**config.mk**
```make
export PLATFORM = sky130hd
export DESIGN_NAME = program_feeder
export DESIGN_NICKNAME = d
export VERILOG_FILES = /design/src/rtl/program_feeder.sv
export SDC_FILE = /design/constraint.sdc
export NUM_CORES = 1
export LEC_CHECK = 0
export ABC_AREA = 0
export CAP_MARGIN = 20
export CORE_MARGIN = 2
export CORE_UTILIZATION = 50
export DETAILED_ROUTE_END_ITERATION = 8
export GPL_ROUTABILITY_DRIVEN = 1
export PLACE_DENSITY = 0.69
export REMOVE_ABC_BUFFERS = 1
export SLEW_MARGIN = 20
export SYNTH_ARGS = -nofsm -noshare
export SYNTH_HDL_FRONTEND = slang
export SYNTH_SLANG_ARGS = --single-unit
```
**constraint.sdc**
```tcl
create_clock -name CLK50M -period 3.05 [get_ports CLK50M]
set_input_delay 0.61 -clock CLK50M [delete_from_list [all_inputs] [get_ports CLK50M]]
set_output_delay 0.61 -clock CLK50M [all_outputs]
set_load 0.005 [all_outputs]
```
**src/rtl/program_feeder.sv**
```systemverilog
// program_feeder: operator-loaded program buffer that replays one word per
// processor step. Words are captured from the switches in LOAD, presented on
// DATA_OUT in RUN, and PC advances only on steps where the processor consumed
// external data.
module program_feeder #(
   parameter int WIDTH = 10,
   parameter int DEPTH = 16,
   parameter int AW    = 4
) (
   input  logic             CLK50M,
   input  logic             CLR,
   input  logic [WIDTH-1:0] SW_DATA,
   input  logic             LOAD_STB,
   input  logic             RUN_STB,
   input  logic             STEP_REQ,
   input  logic             EXT,
   input  logic             DONE,
   output logic [WIDTH-1:0] DATA_OUT,
   output logic             STEP_OUT,
   output logic [AW-1:0]    PC,
   output logic [AW:0]      COUNT,
   output logic [1:0]       STATE,
   output logic             FULL,
   output logic             EXHAUSTED,
   output logic             ERR
);

   localparam logic [1:0]  S_LOAD  = 2'b00;
   localparam logic [1:0]  S_RUN   = 2'b01;
   localparam logic [1:0]  S_HALT  = 2'b10;
   localparam logic [AW:0] DEPTH_C = (AW+1)'(DEPTH);

   logic [WIDTH-1:0] mem [DEPTH];
   logic [1:0]       state;
   logic [AW:0]      count;
   // pc is one bit wider than the PC port so that pc == count is
   // representable with a completely full buffer.
   logic [AW:0]      pc;
   logic [WIDTH-1:0] data_q;
   logic             step_q;
   logic             consume;
   logic             pend;
   logic             err_q;
   logic             full;
   logic             at_end;

   assign full      = (count == DEPTH_C);
   assign at_end    = (pc == count);

   assign DATA_OUT  = data_q;
   assign STEP_OUT  = step_q;
   assign PC        = pc[AW-1:0];
   assign COUNT     = count;
   assign STATE     = state;
   assign FULL      = full;
   assign EXHAUSTED = (state != S_LOAD) && at_end;
   assign ERR       = err_q;

   // Program buffer write port; contents survive CLR.
   always_ff @(posedge CLK50M) begin
      if (!CLR && state == S_LOAD && LOAD_STB && !full)
         mem[count[AW-1:0]] <= SW_DATA;
   end

   // Control FSM, step pulse generation, pointer and output register.
   always_ff @(posedge CLK50M) begin
      if (CLR) begin
         state   <= S_LOAD;
         count   <= '0;
         pc      <= '0;
         data_q  <= '0;
         step_q  <= 1'b0;
         consume <= 1'b0;
         pend    <= 1'b0;
         err_q   <= 1'b0;
      end else begin
         // Output word trails PC by one cycle, so it is stable across the pulse.
         data_q <= (state != S_LOAD && !at_end) ? mem[pc[AW-1:0]] : '0;
         case (state)
            S_LOAD: begin
               if (LOAD_STB) begin
                  if (!full)
                     count <= count + 1'b1;
               end else if (RUN_STB && count != '0) begin
                  state <= S_RUN;
                  pc    <= '0;
               end
            end
            S_RUN: begin
               if (RUN_STB) begin
                  pc      <= '0;
                  step_q  <= 1'b0;
                  consume <= 1'b0;
                  pend    <= 1'b0;
               end else if (at_end && DONE) begin
                  state   <= S_HALT;
                  step_q  <= 1'b0;
                  consume <= 1'b0;
                  pend    <= 1'b0;
               end else if (step_q) begin
                  // End of pulse: advance only if the processor took the word.
                  step_q  <= 1'b0;
                  consume <= 1'b0;
                  if (consume) begin
                     if (!at_end) begin
                        pc   <= pc + 1'b1;
                        pend <= 1'b1;
                     end else begin
                        err_q <= 1'b1;
                     end
                  end
               end else if (pend) begin
                  pend <= 1'b0;
               end else if (STEP_REQ) begin
                  step_q  <= 1'b1;
                  consume <= EXT;
               end
            end
            S_HALT: begin
               if (LOAD_STB) begin
                  state <= S_LOAD;
                  count <= '0;
                  pc    <= '0;
               end else if (RUN_STB) begin
                  state <= S_RUN;
                  pc    <= '0;
               end
            end
            default: state <= S_LOAD;
         endcase
      end
   end

endmodule

```
==> run_results.csv <==
group,metric,value,unit
status,status,"finished clean",
synth,synth_top_area_share,63.5,%
worst_setup_path,cp_slowest_cell,"clkdlybuf4s50_1",
worst_setup_path,path_buf_inv,3,
detailed_routing,met2RoutedLength,7.43,mm
detailed_routing,drt-total-wl,15.1,mm
synth,yosysSeqAreaShare,70.4,%
synth,synth_seq_cells,186,
sta,hold_viol_final,0,
clock_tree,root_buffer,"clkbuf_16",
placed_design,hpwl,9.49,mm
power_and_ir_drop,static-leakage-power,2.88,nW
clock_tree,cts_setup_buffers,0,
worst_setup_path,crit_fanout,8,
sta,slew_headroom,57.8,%
sta,tns,0,ns
synth,post-synth-top-area-cell,"edfxtp_1",
floorplan,ios,42,
worst_setup_path,worstSetupEndpointType,"output pin",
synth,synth_cell_types,41,
synth,synth.area.top_cells,"edfxtp_1 63%, mux4_1 11%, dfxtp_1 6.9%",
floorplan,core,14600,sq um
global_routing,grt_pass1_vias,3916,
detailed_routing,met1_length,6.54,mm
synth,yosysMostFrequentCell,"edfxtp_1",
sta,fmax,0.364,GHz
sta,setup_ws,0.299,ns
detailed_routing,dr.first_iter.drc_count,328,
sta,tightestPinTransition,0.629,ns
clock_tree,clk_latency,0.43,ns
clock_tree,cts.repair.resized,0,
synth,netlist_instances,407,
global_routing,grt_overflow,0,
detailed_routing,vias,3963,
clock_tree,cts_buffer_depth,2,
synth,syn_area_per_cell,18.6,sq um
clock_tree,cts_tree,"yes",
clock_tree,cts.sinks,186,
clock_tree,cts_buffers,17,
placed_design,io_buffers,41,
placed_design,place_congestion,0.795,
detailed_routing,drc,0,
synth,synth_common_cells,"160 x edfxtp_1, 33 x mux4_1, 32 x nor2_1",
sta,rsz0062_at_grt,"false",
flow_run,maxCapViolations,0,
power_and_ir_drop,ir_drop,0.000404,V
power_and_ir_drop,powerDensity,571,nW/um^2
min_path,hold_path_class,"flop to flop",
detailed_routing,antenna_left,0,
detailed_routing,dr.pass1.iters,5,
global_routing,grt_max_degree,34,
worst_setup_path,worstPathRequired,2.44,ns
sta,period_needed,2.75,ns
synth,synthFlopType,"edfxtp_1",
clock_tree,ctsHoldBuffers,0,
floorplan,dieArea,16100,sq um
cells_and_area,syn2layout_area_growth,17.3,%
floorplan,rows,44,
sta,holdWs,0.471,ns
clock_tree,clk_pin_slew,0.06,ns
worst_setup_path,critPathKind,"flop to output pin",
floorplan,fp.dieH,127,microns
sta,drv_slew,0,
clock_tree,htreeDepth,4,
worst_setup_path,cp.arrival,2.14,ns
detailed_routing,wl_met3,800,microns
global_routing,grt_usage,19.9,%
worst_setup_path,critPathLaunchType,"flop",
cells_and_area,fin_nets,497,
placed_design,pre_cts_slack,0.492,ns
global_routing,antenna_found_initial,0,
sta,period_share,90.2,%
global_routing,grt_pass1_wl,23.1,mm
synth,synthArstFlopShare,0,%
detailed_routing,routed_via_density,5.91,
sta,setup_violations,0,
floorplan,chipWidth,127,microns
synth,synth_warnings,0,
cells_and_area,drive_gt1_share,16.3,%
synth,synth_edf_count,160,
cells_and_area,n_fill_cell,1048,
synth,syn_area,7570,sq um
floorplan,initial_core_util,51.7,%
worst_setup_path,slowest_delay,0.51,ns
cells_and_area,antenna_cells,0,
worst_setup_path,crit_chain,"inv_1 -> ha_1 -> nor4bb_1 -> buf_4 -> clkdlybuf4s50_1",
worst_setup_path,crit_family,"buffers and inverters",
sta,worst_clock_skew,0.0104,ns
detailed_routing,routedWlPerCell,22.5,microns
detailed_routing,routed.top_layer,"met4",
-- report_power, final --
group	leakage, nW	switching [mW]	internal [mW]
Combinational	0.962	0.105	0.0873
Clock	0.266	0.877	1.20
Sequential	1.65	0.0153	2.78
Total	2.88	0.997	4.07
-- through the flow --
step / power, mW / std cells / instance area (sq um) / util, %
floorplan: 2.94 / 380 / 7410 / -
global placement: 3.04 / 640 / 8330 / 56.9
detailed placement: 3.05 / 640 / 8330 / 56.9
CTS: 5.12 / 670 / 8870 / 60.6
global route: 5.23 / 670 / 8870 / 60.6
finish: 5.07 / 670 / 8870 / 60.6
-- metal layers --
layer  up-vias  track usage (%)
li1       1786                -
met1      2050             27.4
met2       108             31.7
met3        19             4.69
met4         0             7.18
met5         -                0
-- worst register-to-register path: stages (launching register included) --
cell,delay [ns]
dfxtp_2,0.59
buf_12,0.29
mux4_1,0.66
mux4_2,0.49
nor2b_1,0.15
-- layout by cell type (no fill, tap or decap), types with 2 or more instances in the layout --
master / count
mux4_1: 33
clkbuf_16: 17
or3_1: 2
mux4_2: 17
nand2_1: 11
nor2_1: 32
bufinv_16: 2
xnor2_1: 5
nand3_1: 8
o21ai_0: 4
a31oi_1: 9
mux2i_1: 2
clkbuf_1: 6
a21oi_1: 9
buf_4: 34
and3_1: 2
edfxtp_1: 160
clkdlybuf4s50_1: 41
dfxtp_1: 25
nor3_1: 7
inv_6: 2
clkinv_4: 2
inv_1: 6
a2bb2oi_1: 3
ha_1: 5
nor2b_1: 13
and2_1: 2
nor4b_1: 2
nand2b_1: 7
-- flip-flops by register name (all words and copies together) (netlist names) --
register / count
COUNT: 5
DATA_OUT: 10
ERR: 1
STATE: 2
STEP_OUT: 1
consume: 1
mem: 160
pc: 5
pend: 1
-- cell type report --
type	count	area, sq um	area share [%]
clock buffer	23	448	5.05
multi-input combinational	188	2060	23.2
sequential	186	5330	60.0
timing repair buffer	76	686	7.73
inverter	6	22.5	0.254
clock inverter	7	100	1.13
tap	184	230	2.59
-- kinds of logic (layout without fill, tap and decap cells) --
logic type | count (synthesis) | after routing | synth area share [%]
compound gates | 34 | 34 | 2.91
fa+ha+maj | 5 | 5 | 0.827
mux | 52 | 52 | 16.8
xor+xnor | 5 | 5 | 0.579
buf+inv | 33 | 112 | 2.38
flops | 186 | 186 | 70.4
simple gates | 92 | 92 | 6.15
-- path summary, 6_finish.rpt --
path            start     endpoint  slack [ns]  cells past startpoint
max          COUNT[0]         FULL        0.30                      5
min               ERR          ERR        0.47                      2
min reg2reg       ERR          ERR        0.47                      2
max reg2reg     pc[0]  DATA_OUT[5]        0.74                      4
(Power assumes the default switching activity.)
